<file path="src/rtl/alu_seq_pkg.sv">
// Shared definitions for the ALU/register-file sequencer.
// Holds instruction class codes, instruction field bit positions, the FSM state
// encoding and the datapath mux/opcode defaults used by the decoder and the top.
package alu_seq_pkg;

  // Instruction class, bits [31:30]
  typedef enum logic [1:0] {
    CLS_LDI = 2'b00,
    CLS_ALU = 2'b01,
    CLS_RD  = 2'b10,
    CLS_NOP = 2'b11
  } cls_e;

  // Field bit positions; imm overlaps the low part of op (LDI only)
  localparam int CLS_MSB  = 31;
  localparam int CLS_LSB  = 30;
  localparam int DEST_MSB = 29;
  localparam int DEST_LSB = 26;
  localparam int ADRA_MSB = 25;
  localparam int ADRA_LSB = 22;
  localparam int ADRB_MSB = 21;
  localparam int ADRB_LSB = 18;
  localparam int OP_MSB   = 17;
  localparam int OP_LSB   = 10;
  localparam int IMM_MSB  = 15;
  localparam int IMM_LSB  = 0;

  typedef enum logic [1:0] {
    ST_IDLE  = 2'd0,
    ST_ISSUE = 2'd1,
    ST_WAIT  = 2'd2,
    ST_WB    = 2'd3
  } state_e;

  // Must match the datapath's write-source mux and ALU opcode decode
  localparam logic [1:0] IMM_SEL_DEF   = 2'b00;
  localparam logic [1:0] ALU_SEL_DEF   = 2'b01;
  localparam logic [7:0] OP_PASS_A_DEF = 8'h00;

endpackage

</file>
<file path="src/rtl/alu_seq_decode.sv">
// Purpose : combinational field extraction and class flags for one micro-instruction.
// Latency : none (pure combinational); no backpressure, the caller selects the source word.
// Ports   : instr (32b) in; dest/adr_a/adr_b (4b), op (8b), imm (16b), is_ldi/is_alu/is_rd out.
module alu_seq_decode
  import alu_seq_pkg::*;
(
  input  logic [31:0] instr,
  output logic [3:0]  dest,
  output logic [3:0]  adr_a,
  output logic [3:0]  adr_b,
  output logic [7:0]  op,
  output logic [15:0] imm,
  output logic        is_ldi,
  output logic        is_alu,
  output logic        is_rd
);

  cls_e cls;

  always_comb begin
    cls    = cls_e'(instr[CLS_MSB:CLS_LSB]);
    dest   = instr[DEST_MSB:DEST_LSB];
    adr_a  = instr[ADRA_MSB:ADRA_LSB];
    adr_b  = instr[ADRB_MSB:ADRB_LSB];
    op     = instr[OP_MSB:OP_LSB];
    imm    = instr[IMM_MSB:IMM_LSB];
    is_ldi = (cls == CLS_LDI);
    is_alu = (cls == CLS_ALU);
    is_rd  = (cls == CLS_RD);
  end

endmodule

</file>
<file path="src/rtl/alu_reg_sequencer.sv">
// Purpose : sequences micro-instructions into ALU/register-file datapath controls, handles result/write-back.
// Latency : LDI 2, ALU 3+N, RD 2+N cycles accept-to-ready (N = cycles waiting for datapath valid_o).
// Backpressure: instr_ready_o is high only in IDLE; a stalled datapath is bounded by TIMEOUT, which sets sticky err_o.
// Ports   : clk, a_reset_l (sync, active-low); instr_i/instr_valid_i/instr_ready_o host side;
//           data_in, mux_sel, seg_reg, adr_reg_a, adr_reg_b, op_in, we, valid_o, data_o datapath side;
//           result_o/result_valid_o read-data return; err_o timeout flag.
module alu_reg_sequencer
  import alu_seq_pkg::*;
#(
  parameter int         TIMEOUT   = 16,
  parameter logic [1:0] IMM_SEL   = IMM_SEL_DEF,
  parameter logic [1:0] ALU_SEL   = ALU_SEL_DEF,
  parameter logic [7:0] OP_PASS_A = OP_PASS_A_DEF
) (
  input  logic        clk,
  input  logic        a_reset_l,
  input  logic [31:0] instr_i,
  input  logic        instr_valid_i,
  output logic        instr_ready_o,
  output logic [15:0] data_in,
  output logic [1:0]  mux_sel,
  output logic [3:0]  seg_reg,
  output logic [3:0]  adr_reg_a,
  output logic [3:0]  adr_reg_b,
  output logic [7:0]  op_in,
  output logic        we,
  input  logic        valid_o,
  input  logic [15:0] data_o,
  output logic [15:0] result_o,
  output logic        result_valid_o,
  output logic        err_o
);

  localparam int CW = (TIMEOUT > 1) ? $clog2(TIMEOUT) : 1;
  localparam logic [CW-1:0] CNT_LAST = CW'(TIMEOUT - 1);

  state_e       state_q, state_d;
  logic [31:0]  instr_q, instr_d;
  logic [CW-1:0] cnt_q, cnt_d;
  logic [15:0]  data_in_q, data_in_d;
  logic [1:0]   mux_sel_q, mux_sel_d;
  logic [3:0]   seg_reg_q, seg_reg_d;
  logic [3:0]   adr_a_q, adr_a_d;
  logic [3:0]   adr_b_q, adr_b_d;
  logic [7:0]   op_q, op_d;
  logic         we_q, we_d;
  logic [15:0]  result_q, result_d;
  logic         result_vld_q, result_vld_d;
  logic         err_q, err_d;

  // Outputs are registered, so the decode that drives the ISSUE cycle must act
  // on the incoming word at the accept edge; afterwards the latched copy is used.
  logic [31:0] dec_src;
  logic [3:0]  dec_dest, dec_adr_a, dec_adr_b;
  logic [7:0]  dec_op;
  logic [15:0] dec_imm;
  logic        dec_ldi, dec_alu, dec_rd;

  assign dec_src = (state_q == ST_IDLE) ? instr_i : instr_q;

  alu_seq_decode u_decode (
    .instr  (dec_src),
    .dest   (dec_dest),
    .adr_a  (dec_adr_a),
    .adr_b  (dec_adr_b),
    .op     (dec_op),
    .imm    (dec_imm),
    .is_ldi (dec_ldi),
    .is_alu (dec_alu),
    .is_rd  (dec_rd)
  );

  assign instr_ready_o  = (state_q == ST_IDLE) && a_reset_l;
  assign data_in        = data_in_q;
  assign mux_sel        = mux_sel_q;
  assign seg_reg        = seg_reg_q;
  assign adr_reg_a      = adr_a_q;
  assign adr_reg_b      = adr_b_q;
  assign op_in          = op_q;
  // Gate with reset so a WB/LDI cycle interrupted by reset never writes
  assign we             = we_q && a_reset_l;
  assign result_o       = result_q;
  assign result_valid_o = result_vld_q;
  assign err_o          = err_q;

  always_comb begin
    state_d      = state_q;
    instr_d      = instr_q;
    cnt_d        = cnt_q;
    data_in_d    = data_in_q;
    mux_sel_d    = mux_sel_q;
    seg_reg_d    = seg_reg_q;
    adr_a_d      = adr_a_q;
    adr_b_d      = adr_b_q;
    op_d         = op_q;
    we_d         = 1'b0;
    result_d     = result_q;
    result_vld_d = 1'b0;
    err_d        = err_q;

    case (state_q)
      ST_IDLE: begin
        if (instr_valid_i && instr_ready_o) begin
          instr_d = instr_i;
          state_d = ST_ISSUE;
          // Load the controls that become visible during ISSUE
          if (dec_ldi) begin
            data_in_d = dec_imm;
            mux_sel_d = IMM_SEL;
            seg_reg_d = dec_dest;
            we_d      = 1'b1;
          end else if (dec_alu) begin
            adr_a_d   = dec_adr_a;
            adr_b_d   = dec_adr_b;
            op_d      = dec_op;
            seg_reg_d = dec_dest;
          end else if (dec_rd) begin
            adr_a_d   = dec_adr_a;
            op_d      = OP_PASS_A;
          end
        end
      end

      ST_ISSUE: begin
        if (dec_alu || dec_rd) begin
          state_d = ST_WAIT;
          cnt_d   = '0;
        end else begin
          state_d = ST_IDLE;
        end
      end

      ST_WAIT: begin
        // valid_o takes priority over an expiring timeout
        if (valid_o) begin
          if (dec_alu) begin
            state_d   = ST_WB;
            mux_sel_d = ALU_SEL;
            seg_reg_d = dec_dest;
            we_d      = 1'b1;
          end else begin
            result_d     = data_o;
            result_vld_d = 1'b1;
            state_d      = ST_IDLE;
          end
        end else if (cnt_q == CNT_LAST) begin
          err_d   = 1'b1;
          state_d = ST_IDLE;
        end else begin
          cnt_d = cnt_q + CW'(1);
        end
      end

      ST_WB: begin
        state_d = ST_IDLE;
      end

      default: begin
        state_d = ST_IDLE;
      end
    endcase
  end

  always_ff @(posedge clk) begin
    if (!a_reset_l) begin
      state_q      <= ST_IDLE;
      instr_q      <= '0;
      cnt_q        <= '0;
      data_in_q    <= '0;
      mux_sel_q    <= '0;
      seg_reg_q    <= '0;
      adr_a_q      <= '0;
      adr_b_q      <= '0;
      op_q         <= '0;
      we_q         <= 1'b0;
      result_q     <= '0;
      result_vld_q <= 1'b0;
      err_q        <= 1'b0;
    end else begin
      state_q      <= state_d;
      instr_q      <= instr_d;
      cnt_q        <= cnt_d;
      data_in_q    <= data_in_d;
      mux_sel_q    <= mux_sel_d;
      seg_reg_q    <= seg_reg_d;
      adr_a_q      <= adr_a_d;
      adr_b_q      <= adr_b_d;
      op_q         <= op_d;
      we_q         <= we_d;
      result_q     <= result_d;
      result_vld_q <= result_vld_d;
      err_q        <= err_d;
    end
  end

endmodule
</file>
<file path="config.mk">
export PLATFORM = sky130hd
export DESIGN_NAME = alu_reg_sequencer
export DESIGN_NICKNAME = d
export VERILOG_FILES = /design/src/rtl/alu_seq_pkg.sv /design/src/rtl/alu_seq_decode.sv /design/src/rtl/alu_reg_sequencer.sv
export SDC_FILE = /design/constraint.sdc
export NUM_CORES = 1
export LEC_CHECK = 0
export ABC_AREA = 1
export BUFFER_PORTS_ARGS = -buffer_cell sky130_fd_sc_hd__buf_2
export CORE_MARGIN = 5
export CORE_UTILIZATION = 45
export DETAILED_ROUTE_END_ITERATION = 10
export GPL_TIMING_DRIVEN = 0
export HOLD_SLACK_MARGIN = 0.12
export PLACE_DENSITY = 0.7
export SETUP_SLACK_MARGIN = 0.1
export SLEW_MARGIN = 20
export SYNTH_ARGS = -nofsm -noshare
export SYNTH_HDL_FRONTEND = slang
export SYNTH_SLANG_ARGS = --single-unit
</file>
<file path="constraint.sdc">
create_clock -name clk -period 4.9 [get_ports clk]
set_input_delay 0.49 -clock clk [delete_from_list [all_inputs] [get_ports clk]]
set_output_delay 0.49 -clock clk [all_outputs]
set_load 0.1 [all_outputs]
</file>
==> results by group, run 1 <==
Drt
  – Final WL: approximately 10000 um
  – Post-DR wirelength/cell: 13.4 um
  – Avg Vias per Cell: 4.96
  – Drt pass-1 iters: 4
  – Number of DRC violations after detailed routing: 0
  – Routed Antenna Nets: 0
  – Starting DRC count in detailed routing: between 100 and 150
  – Via count: 3813

CTS
  – # Post-CTS Setup Buffers: 0
  – Cts repair resizes: 0
  – Reg clk slew, reported paths: roughly 100 ps
  – Clock sink total: 94
  – Root Driver: clkbuf_8
  – CTS Buf Count: 9
  – CTS tree: done
  – Bufs on Longest Clock Path: 2
  – Max H-tree Level: 3
  – Clock latency on the worst-skew pair: ~370 ps
  – Hold_buf cts: 0

STA
  – Rel. slew slack: 0.659
  – Peak Freq: slightly above 400 MHz
  – Setup violations, final: 0
  – Final hold slack: about 340 ps
  – Clock skew: roughly 12 ps
  – Crit share post-route: 0.496
  – Slew @ Worst Pin: 511 ps
  – Period minus WS final: between 2000 and 2500 ps
  – Slew Limit Fails: 0
  – TNS Setup: 0 ps
  – Final count of hold timing violations: 0
  – RSZ-0062 raised after global routing: no

Yosys
  – Post-synthesis mux area share: 0
  – Main combinational cell family by area after synthesis: simple AND/OR/NAND/NOR gates
  – Synth top area cells: dfxtp_1 (48%), o21ai_0 (12%), nor2_1 (9.0%), nand2_1 (7.1%), a21oi_1 (6.0%)
  – Post-synth top area share: 0.476
  – #FFs+latches synth: 94
  – Average size of a mapped cell: around 7.4 um^2
  – Mapped Nets: 593
  – Post-synth top cells: nor2_1 (95), dfxtp_1 (94), o21ai_0 (94)
  – Sequential area share after synthesis: 0.476
  – Compound-Gate Fraction of Synth Area: 0.183
  – Main synth FF type: dfxtp_1
  – Post-synth ARST share: 0
  – Synth cell types: 25
  – XOR/XNOR share of the synthesized area: 0
  – Post-synthesis simple-gate area fraction: 0.224
  – Synthesis Warnings: 0
  – Number of flops mapped to enable cells by yosys: 0
  – Synth area leader: dfxtp_1
  – Most common cell in the netlist: nor2_1
  – Synthesized cell area: 0.00395 mm^2
  – Cells after Synth: 537
  – Post-Synth Adder-Cell Area: 0.0127

Pwr
  – Power Total: ~1.8 mW
  – Lkg Pwr: 2.37 nW
  – Pwr dens: ~370 mW/mm^2
  – Maximum vdd ir drop: about 0.00016 V

Min path
  – Hold WC Path Type: input pin to flop
  – Hold_sp: data_o[4]

Cells and area
  – Largest register FFs: 32
  – Largest reg by FF count: instr_q
  – Layout area overhead: 21.7%
  – Nets: approximately 710
  – Finished Core Util: 0.557
  – Share of cells above drive strength 1: 0.232
  – # fillers: 843

GRT
  – GRT Overall Usage: 0.190
  – First-pass GRT wire length: roughly 17000 um
  – Largest net degree at the start of global routing: 17
  – Number of global-route vias before repair: about 3700
  – Initial antenna violation count: 1
  – Congestion Overflow GR: 0

Die
  – Initial Util: 0.457
  – Die width: around 100 um
  – Num ports: 110
  – Rows: 34
  – DIE HEIGHT: roughly 100 um
  – Core area: 0.00864 mm^2
  – Die area: 0.0108 mm^2

Worst setup path
  – Data arrival, critical path: between 1500 and 2000 ps
  – Crit path required time: around 4400 ps
  – Crit Path Max Fanout: 10
  – FF-to-FF Start: state_q[1]$_SDFFE_PN0P_
  – CP endpoint kind: output port
  – CP max stage cell: buf_2
  – CP Buf/Inv Count: 5
  – Top delay family on crit path: buffers and inverters
  – Cells along the critical path: buf_2 -> buf_2 -> clkbuf_1 -> nand2_1 -> inv_1 -> buf_2
  – Crit path from: a_reset_l
  – Startpoint types: input pin
  – Crit-path max cell delay: 410 ps
  – Crit path kind: input pin to output port
  – Crit-path most repeated cell: buf_2

Placement
  – Post-DP HPWL: between 7000 and 8000 um
  – Port Buffers: 107
  – GPL Wtd Cong: ~0.79

Flow run
  – Max-Cap Viols: 0

Run status
  – Status: finished clean
-- worst register-to-register path: stages (launching register included) --
cell and delay (ps):
dfxtp_1 370, nor2_4 210, clkbuf_1 350, o21ai_0 200, ha_1 320, inv_1 240, nand2_4 110, nor2_8 160
inv_4 80, buf_6 140, nor2_1 90, nor2_1 60
-- logic make-up (layout without fill, tap and decap cells) --
family | Yosys count | in the layout
simple gates | 205 | 205
compound gates | 144 | 144
flops | 94 | 94
buf+inv | 89 | 212
fa+ha+maj | 4 | 4
other cells | 1 | 2
-- cell type report --
class / instances / area [um^2] / share of cell area
sequential: 94 / 1880 / 0.392
multi-input combinational: 354 / 1660 / 0.346
timing repair buffer: 107 / 536 / 0.111
inverter: 59 / 224 / 0.0466
buffer: 30 / 183 / 0.0380
clock buffer: 11 / 141 / 0.0294
tap: 108 / 135 / 0.0281
clock inverter: 5 / 41.3 / 0.00859
antenna: 1 / 2.50 / 0.000521
-- metrics by stage --
stage / setup WS [ps] / cell area [um^2] / cells
CTS: 2420 / 4800 / 768
global route: 2270 / 4810 / 769
detailed placement: 2430 / 4620 / 752
floorplan: 2070 / 3950 / 537
global placement: 2440 / 4620 / 752
finish: 2470 / 4810 / 769
-- worst paths after layout --
check                                    to  slack (ps)  cells past startpoint
hold / removal     result_o[4]$_SDFFE_PN0P_         340                      3
setup reg to reg  result_o[14]$_SDFFE_PN0P_        2480                     11
setup / recovery                         we        2470                      6
hold reg to reg     instr_q[1]$_SDFFE_PN0P_         450                      2
-- metal layers --
layer | wire (um) | share of wire | global-route usage | up-vias
met5 | 0 | 0 | 0 | -
met1 | 4800 | 0.47 | 0.254 | 1746
met3 | 599 | 0.058 | 0.0435 | 13
met2 | 4760 | 0.46 | 0.304 | 103
met4 | 157 | 0.015 | 0.0611 | 0
li1 | - | - | - | 1951
-- where the power goes --
part | internal [mW] | total, mW | switching, mW
logic | 0.0999 | 0.445 | 0.345
registers | 0.810 | 0.830 | 0.0198
clock network | 0.203 | 0.488 | 0.285
total | 1.11 | 1.76 | 0.650
-- cells in the final DEF (no fill, tap or decap), types with 3 or more instances in the layout --
| cell | instances |
|---|---|
| dfxtp_1 | 94 |
| clkbuf_1 | 10 |
| buf_6 | 5 |
| buf_4 | 5 |
| inv_1 | 55 |
| nor2_1 | 95 |
| clkbuf_8 | 10 |
| ha_1 | 4 |
| nand2_1 | 75 |
| nand4_1 | 3 |
| nor2_4 | 3 |
| nand3_1 | 24 |
| o21ai_0 | 94 |
| a21oi_1 | 47 |
| buf_2 | 117 |
(Power assumes the default switching activity.)
==> run 2: changes to the inputs <==
--- a/config.mk
+++ b/config.mk
@@ -12,7 +12,7 @@
 export DETAILED_ROUTE_END_ITERATION = 10
 export GPL_TIMING_DRIVEN = 0
 export HOLD_SLACK_MARGIN = 0.12
-export PLACE_DENSITY = 0.7
+export PLACE_DENSITY = 0.73
 export SETUP_SLACK_MARGIN = 0.1
 export SLEW_MARGIN = 20
 export SYNTH_ARGS = -nofsm -noshare
==> constraint.sdc (replaced) <==
create_clock -name clk -period 2.2 [get_ports clk]
set_input_delay 0.22 -clock clk [delete_from_list [all_inputs] [get_ports clk]]
set_output_delay 0.22 -clock clk [all_outputs]
set_load 0.1 [all_outputs]
==> run 2 against run 1 <==
Worst setup slack got worse by 2200 ps. Count of clock-buffer cells in the layout unchanged. Routed wire length rose by 4.3%. Register-to-register slack worse by 2200 ps. Global-route usage increased by 0.72 points. Non-clock buffer count rose by 20. Sequential cell count unchanged. Sequential share of layout area is 1.9 points lower. Hold slack lost 180 ps. Clock skew is 0.71 ps lower. Critical path type is now flop to flop. Largest power group unchanged.
==> results by group, run 2 (synthesized netlist as in run 1, its figures left out) <==
Die
  – Core area: 0.00864 mm^2
  – Die area: about 0.011 mm^2
  – Rows: 34
  – DIE HEIGHT: about 100 um
  – Initial Util: 0.457
  – Die width: 104 um
  – Num ports: between 100 and 150

Placement
  – Post-DP HPWL: around 7800 um
  – GPL Wtd Cong: 0.842
  – Pre-CTS setup slack: -243 ps
  – Port Buffers: about 110

GRT
  – Met3 usage: 0.0410
  – Congestion Overflow GR: 0
  – Number of global-route vias before repair: about 3800
  – GRT Overall Usage: 0.197
  – Most Crowded Layer GR: met2
  – Initial antenna violation count: 0
  – First-pass GRT wire length: 17900 um
  – Met1 Use GR: 0.253
  – Met2 Use GR: 0.330
  – Largest net degree at the start of global routing: 15

CTS
  – Clock latency on the worst-skew pair: between 300 and 400 ps
  – Max H-tree Level: 3
  – Reg clk slew, reported paths: 90 ps
  – CTS Buf Count: 9
  – Root Driver: clkbuf_8
  – Clock sink total: between 90 and 100
  – CTS tree: done
  – Bufs on Longest Clock Path: 2

Pwr
  – Maximum vdd ir drop: between 0.0003 and 0.0004 V
  – Power Total: about 4.1 mW
  – Lkg Pwr: ~2.5 nW
  – Pwr dens: between 800 and 900 mW/mm^2

STA
  – Rel. slew slack: 0.647
  – Clock skew: between 10 and 15 ps
  – Slew @ Worst Pin: 529 ps
  – Setup violations, final: 0
  – Slew Limit Fails: 0
  – Final count of hold timing violations: 0
  – RSZ-0062 raised after global routing: no
  – Peak Freq: roughly 510 MHz
  – Period minus WS final: between 1500 and 2000 ps
  – Setup slack after layout: roughly 250 ps
  – Crit share post-route: 0.887

Drt
  – Via count: 3866
  – Final WL: between 10000 and 15000 um
  – Drt pass-1 iters: 6
  – Number of DRC violations after detailed routing: 0
  – Post-DR wirelength/cell: 13.7 um
  – Avg Vias per Cell: between 4 and 5
  – Starting DRC count in detailed routing: 205
  – Routed Antenna Nets: 0

Worst setup path
  – Startpoint types: flop
  – Crit path required time: 2440 ps
  – Crit Path Max Fanout: 10
  – Cells along the critical path: inv_1 -> nand2_4 -> nand2_1 -> o21ai_2 -> ha_1 -> inv_1 -> nor2_4 -> inv_2 -> buf_6 -> nor2_1 -> nor2_1
  – Crit path kind: flop to flop
  – CP max stage cell: dfxtp_2
  – Crit-path max cell delay: ~410 ps
  – Data arrival, critical path: about 2200 ps
  – CP endpoint kind: flop

Min path
  – Hold WC Path Type: input pin to flop

Cells and area
  – Largest reg by FF count: instr_q
  – Most common cell after layout, fill and taps aside: buf_2
  – Most frequent cells in the layout: buf_2 (117), nor2_1 (94), o21ai_0 (92), dfxtp_1 (92), nand2_1 (74)
  – Share of cells above drive strength 1: 0.243
  – N_diodes: 0
  – Largest register FFs: 32
  – Layout area overhead: 28.1%
  – Finished Core Util: 0.586
  – Nets: 731

Flow run
  – Max-Cap Viols: 0

Run status
  – Status: finished clean
==> run 2: through the flow <==
step / instances / cell area, um^2 / hold slack [ps] / TNS [ps]
3_3_place_gp: 752 / 4620 / 434 / -5080
6_report: 787 / 5060 / 159 / 0
4_1_cts: 783 / 5000 / 150 / 0
5_1_grt: 787 / 5060 / 164 / 0
2_1_floorplan: 537 / 3950 / 355 / 0
3_5_place_dp: 752 / 4620 / 440 / -5570
==> run 2: what timing repair did <==
item,4_1_cts,5_1_grt
pin swaps,0,2
cloned,0,1
buffers inserted,0,3
setup endpoints to repair,60,44
endpoints found under the hold margin,16,0
hold buffers,16,0
gates resized for setup,9,8
==> run 2: worst paths after layout <==
check                                 from                        to  slack (ps)  cells after the start
setup / recovery   state_q[0]$_SDFFE_PN0P_  data_in[13]$_SDFFE_PN0P_         250                     11
hold / removal                 instr_i[26]  instr_q[26]$_SDFFE_PN0P_         160                      3
setup reg to reg   state_q[0]$_SDFFE_PN0P_  data_in[13]$_SDFFE_PN0P_         250                     11
hold reg to reg   instr_q[25]$_SDFFE_PN0P_  instr_q[25]$_SDFFE_PN0P_         450                      2
==> run 2: routing by layer <==
metal | part of all wire | wire length (um) | vias up
li1 | - | - | 1990
met1 | 0.44 | 4780 | 1761
met2 | 0.49 | 5220 | 105
met3 | 0.059 | 632 | 10
met4 | 0.011 | 119 | 0
met5 | 0 | 0 | -
==> run 2: layout make-up <==
cell class,instances,area [um^2]
fillers,830,3570
flip-flops and latches,94,1880
multi-input cells,354,1680
repair buffers,127,736
inverters,59,224
plain buffers,30,199
well taps,108,135
clock buffers,11,131
clock inverters,4,72.6
==> run 2: where the power goes <==
group / internal, mW / total (mW) / switching [mW] / leakage, nW
Clock: 0.634 / 1.21 / 0.578 / 0.0994
Combinational: 0.271 / 1.06 / 0.791 / 1.62
Sequential: 1.80 / 1.85 / 0.0436 / 0.767
Total: 2.71 / 4.12 / 1.41 / 2.48
==> run 2: critical path: cells and delay by family (launching register included) <==
kind / cells / cell delay (ps)
fa+ha+maj: 1 / 170
simple gates: 5 / 710
buf+inv: 4 / 470
compound gates: 1 / 90
flops: 1 / 410
==> run 3: changes to the inputs <==
--- a/config.mk
+++ b/config.mk
@@ -12,7 +12,7 @@
 export DETAILED_ROUTE_END_ITERATION = 10
 export GPL_TIMING_DRIVEN = 0
 export HOLD_SLACK_MARGIN = 0.12
-export PLACE_DENSITY = 0.73
+export PLACE_DENSITY = 0.7
 export SETUP_SLACK_MARGIN = 0.1
 export SLEW_MARGIN = 20
 export SYNTH_ARGS = -nofsm -noshare
==> constraint.sdc (replaced) <==
create_clock -name clk -period 2.1 [get_ports clk]
set_input_delay 0.21 -clock clk [delete_from_list [all_inputs] [get_ports clk]]
set_output_delay 0.21 -clock clk [all_outputs]
set_load 0.1 [all_outputs]
==> run 3 against run 2 <==
Sequential power rose by 5%. First-iteration DRC count rose by 9.8%. Routed wire length increased by 0.13%. Via count up 2.4%. Clock skew rose by 3.5 ps. Fmax grew 2.9%. Sequential cell count unchanged. Power up 4.6%. Die area is the same. Core utilization up 0.52 points. Hold slack got worse by 22 ps. Largest power group unchanged.
==> results by group, run 3 (synthesized netlist as in run 1, its figures left out) <==
Pwr
  – Clock network power share: 0.291
  – Register share of total power: 0.449
  – Maximum vdd ir drop: around 0.00045 V
  – Lkg Pwr: ~2.5 nW
  – Internal power: around 2.8 mW
  – Power Total: 4.31 mW
  – Switch Pwr: ~1.5 mW
  – Sw frac: 0.357
  – Gate power share: 0.260
  – Pwr dens: between 800 and 900 mW/mm^2

GRT
  – Initial antenna violation count: 0
  – GRT Overall Usage: 0.199
  – Largest net degree at the start of global routing: 17
  – Number of global-route vias before repair: 3840
  – First-pass GRT wire length: ~18000 um
  – Congestion Overflow GR: 0

Drt
  – Final WL: between 10000 and 15000 um
  – Via count: a little under 4000
  – Routed Antenna Nets: 0
  – Number of DRC violations after detailed routing: 0
  – Avg Vias per Cell: approximately 5.0
  – Post-DR wirelength/cell: about 14 um
  – Drt pass-1 iters: 5
  – Starting DRC count in detailed routing: roughly 230

Worst setup path
  – Startpoint types: flop
  – Data arrival, critical path: between 2000 and 2500 ps
  – Crit Path Max Fanout: 7
  – Cells along the critical path: inv_2 -> nand2_4 -> nand2_1 -> o21ai_4 -> ha_2 -> inv_4 -> nand4_1 -> buf_4 -> nand2_1 -> o21a_1 -> nor2_1
  – Crit-path max cell delay: 390 ps
  – CP max stage cell: dfxtp_2
  – Top delay family on crit path: simple AND/OR/NAND/NOR gates
  – Crit path required time: 2330 ps
  – CP endpoint kind: flop
  – Crit-path most repeated cell: nand2_1
  – Crit path kind: flop to flop
  – CP Buf/Inv Count: 3

Die
  – Die area: between 0.01 and 0.015 mm^2
  – Initial Util: 0.457
  – DIE HEIGHT: 104 um
  – Core area: approximately 0.0086 mm^2
  – Num ports: 110
  – Die width: around 100 um
  – Rows: 34

Cells and area
  – Area occupied by multi-input gates: approximately 0.0017 mm^2
  – Layout area overhead: 29.3%
  – Largest register FFs: 32
  – Share of cells above drive strength 1: 0.255
  – Largest reg by FF count: instr_q
  – N_diodes: 0
  – Nets: 736
  – Most common cell after layout, fill and taps aside: buf_2
  – Most frequent cells in the layout: buf_2 (117), nor2_1 (94), dfxtp_1 (92), o21ai_0 (88), nand2_1 (74)
  – # fillers: slightly above 800
  – Register area: between 0.0015 and 0.002 mm^2

CTS
  – CTS Buf Count: 9
  – CTS tree: done
  – Clock sink total: 94
  – Max H-tree Level: 3
  – Clock latency on the worst-skew pair: about 360 ps
  – Root Driver: clkbuf_8
  – Reg clk slew, reported paths: 90 ps
  – Bufs on Longest Clock Path: 2

STA
  – Crit share post-route: 0.903
  – Final count of hold timing violations: 0
  – Setup violations, final: 0
  – Period minus WS final: approximately 1900 ps
  – Clock skew: 15.3 ps
  – Slew @ Worst Pin: about 570 ps
  – Slew Limit Fails: 0
  – Peak Freq: approximately 530 MHz
  – RSZ-0062 raised after global routing: no
  – Rel. slew slack: 0.621
  – Final hold slack: around 140 ps

Placement
  – GPL Wtd Cong: 0.808
  – Post-DP HPWL: approximately 7800 um
  – Port Buffers: 107

Run status
  – Status: finished clean

Flow run
  – Max-Cap Viols: 0

Min path
  – Hold WC Path Type: input pin to flop
-- run 3: changes by cell type in the layout (fill, tap and decap cells not counted), moves of 2 or more --
cell	before	now
inv_6	0	2
o21ai_1	2	6
clkbuf_1	10	7
buf_4	7	13
o21ai_0	92	88
-- run 3: final cells by class --
cell class                      count  share of cell area
Timing Repair Buffer              132               0.149
Tap cell                          108              0.0265
Sequential cell                    94               0.370
Clock buffer                       10              0.0270
Inverter                           59              0.0444
Clock inverter                      6              0.0135
Multi-Input combinational cell    354               0.331
Buffer                             30              0.0395
-- run 3: path summary, 6_finish.rpt --
kind | to | slack, ps | cells after the start | startpoint
hold / removal | instr_q[26]$_SDFFE_PN0P_ | 140 | 3 | instr_i[26]
setup reg to reg | op_in[5]$_SDFFE_PN0P_ | 200 | 11 | state_q[1]$_SDFFE_PN0P_
hold reg to reg | instr_q[4]$_SDFFE_PN0P_ | 450 | 2 | instr_q[4]$_SDFFE_PN0P_
setup / recovery | op_in[5]$_SDFFE_PN0P_ | 200 | 11 | state_q[1]$_SDFFE_PN0P_
-- run 3: worst reg2reg max path, delay by kind of cell, from the launching register on --
family                   cells  cell delay (ps)
AND/OR/NAND/NOR              5              500
AO/OA/AOI/OAI                2              190
flip-flops                   1              390
buffers and inverters        3              390
adder cells (fa/ha/maj)      1              310
-- run 3: timing repair --
item	CTS	global route
pin swaps	2	3
hold buffers	16	0
setup buffers	1	7
cloned	0	1
endpoints found under the hold margin	16	0
setup endpoints to repair	60	38
resized for setup	11	16
-- run 3: per-layer routing --
layer | part of all wire | global-route usage | up-vias
met4 | 0.015 | 0.0638 | 0
met1 | 0.44 | 0.259 | 1830
li1 | - | - | 2002
met5 | 0 | 0 | -
met2 | 0.48 | 0.330 | 114
met3 | 0.060 | 0.0410 | 14
-- run 3: stage by stage --
stage	worst slack [ps]	TNS, ps	cells	cell area, um^2	utilization
2_1_floorplan	160	0	537	3950	-
3_3_place_gp	-241	-7130	752	4620	0.535
3_5_place_dp	-253	-7830	752	4620	0.535
4_1_cts	125	0	785	5020	0.581
5_1_grt	77.6	0	793	5110	0.591
6_report	205	0	793	5110	0.591
-- run 3: power groups by stage --
| stage | registers, mW | logic (mW) | clock network [mW] |
|---|---|---|---|
| detailed placement | 1.98 | 1.04 | 0 |
| finish | 1.94 | 1.12 | 1.26 |
| CTS | 1.94 | 1.08 | 1.27 |
| global route | 1.95 | 1.21 | 1.35 |
| floorplan | 2.36 | 0.427 | 0 |
| global placement | 1.97 | 1.03 | 0 |
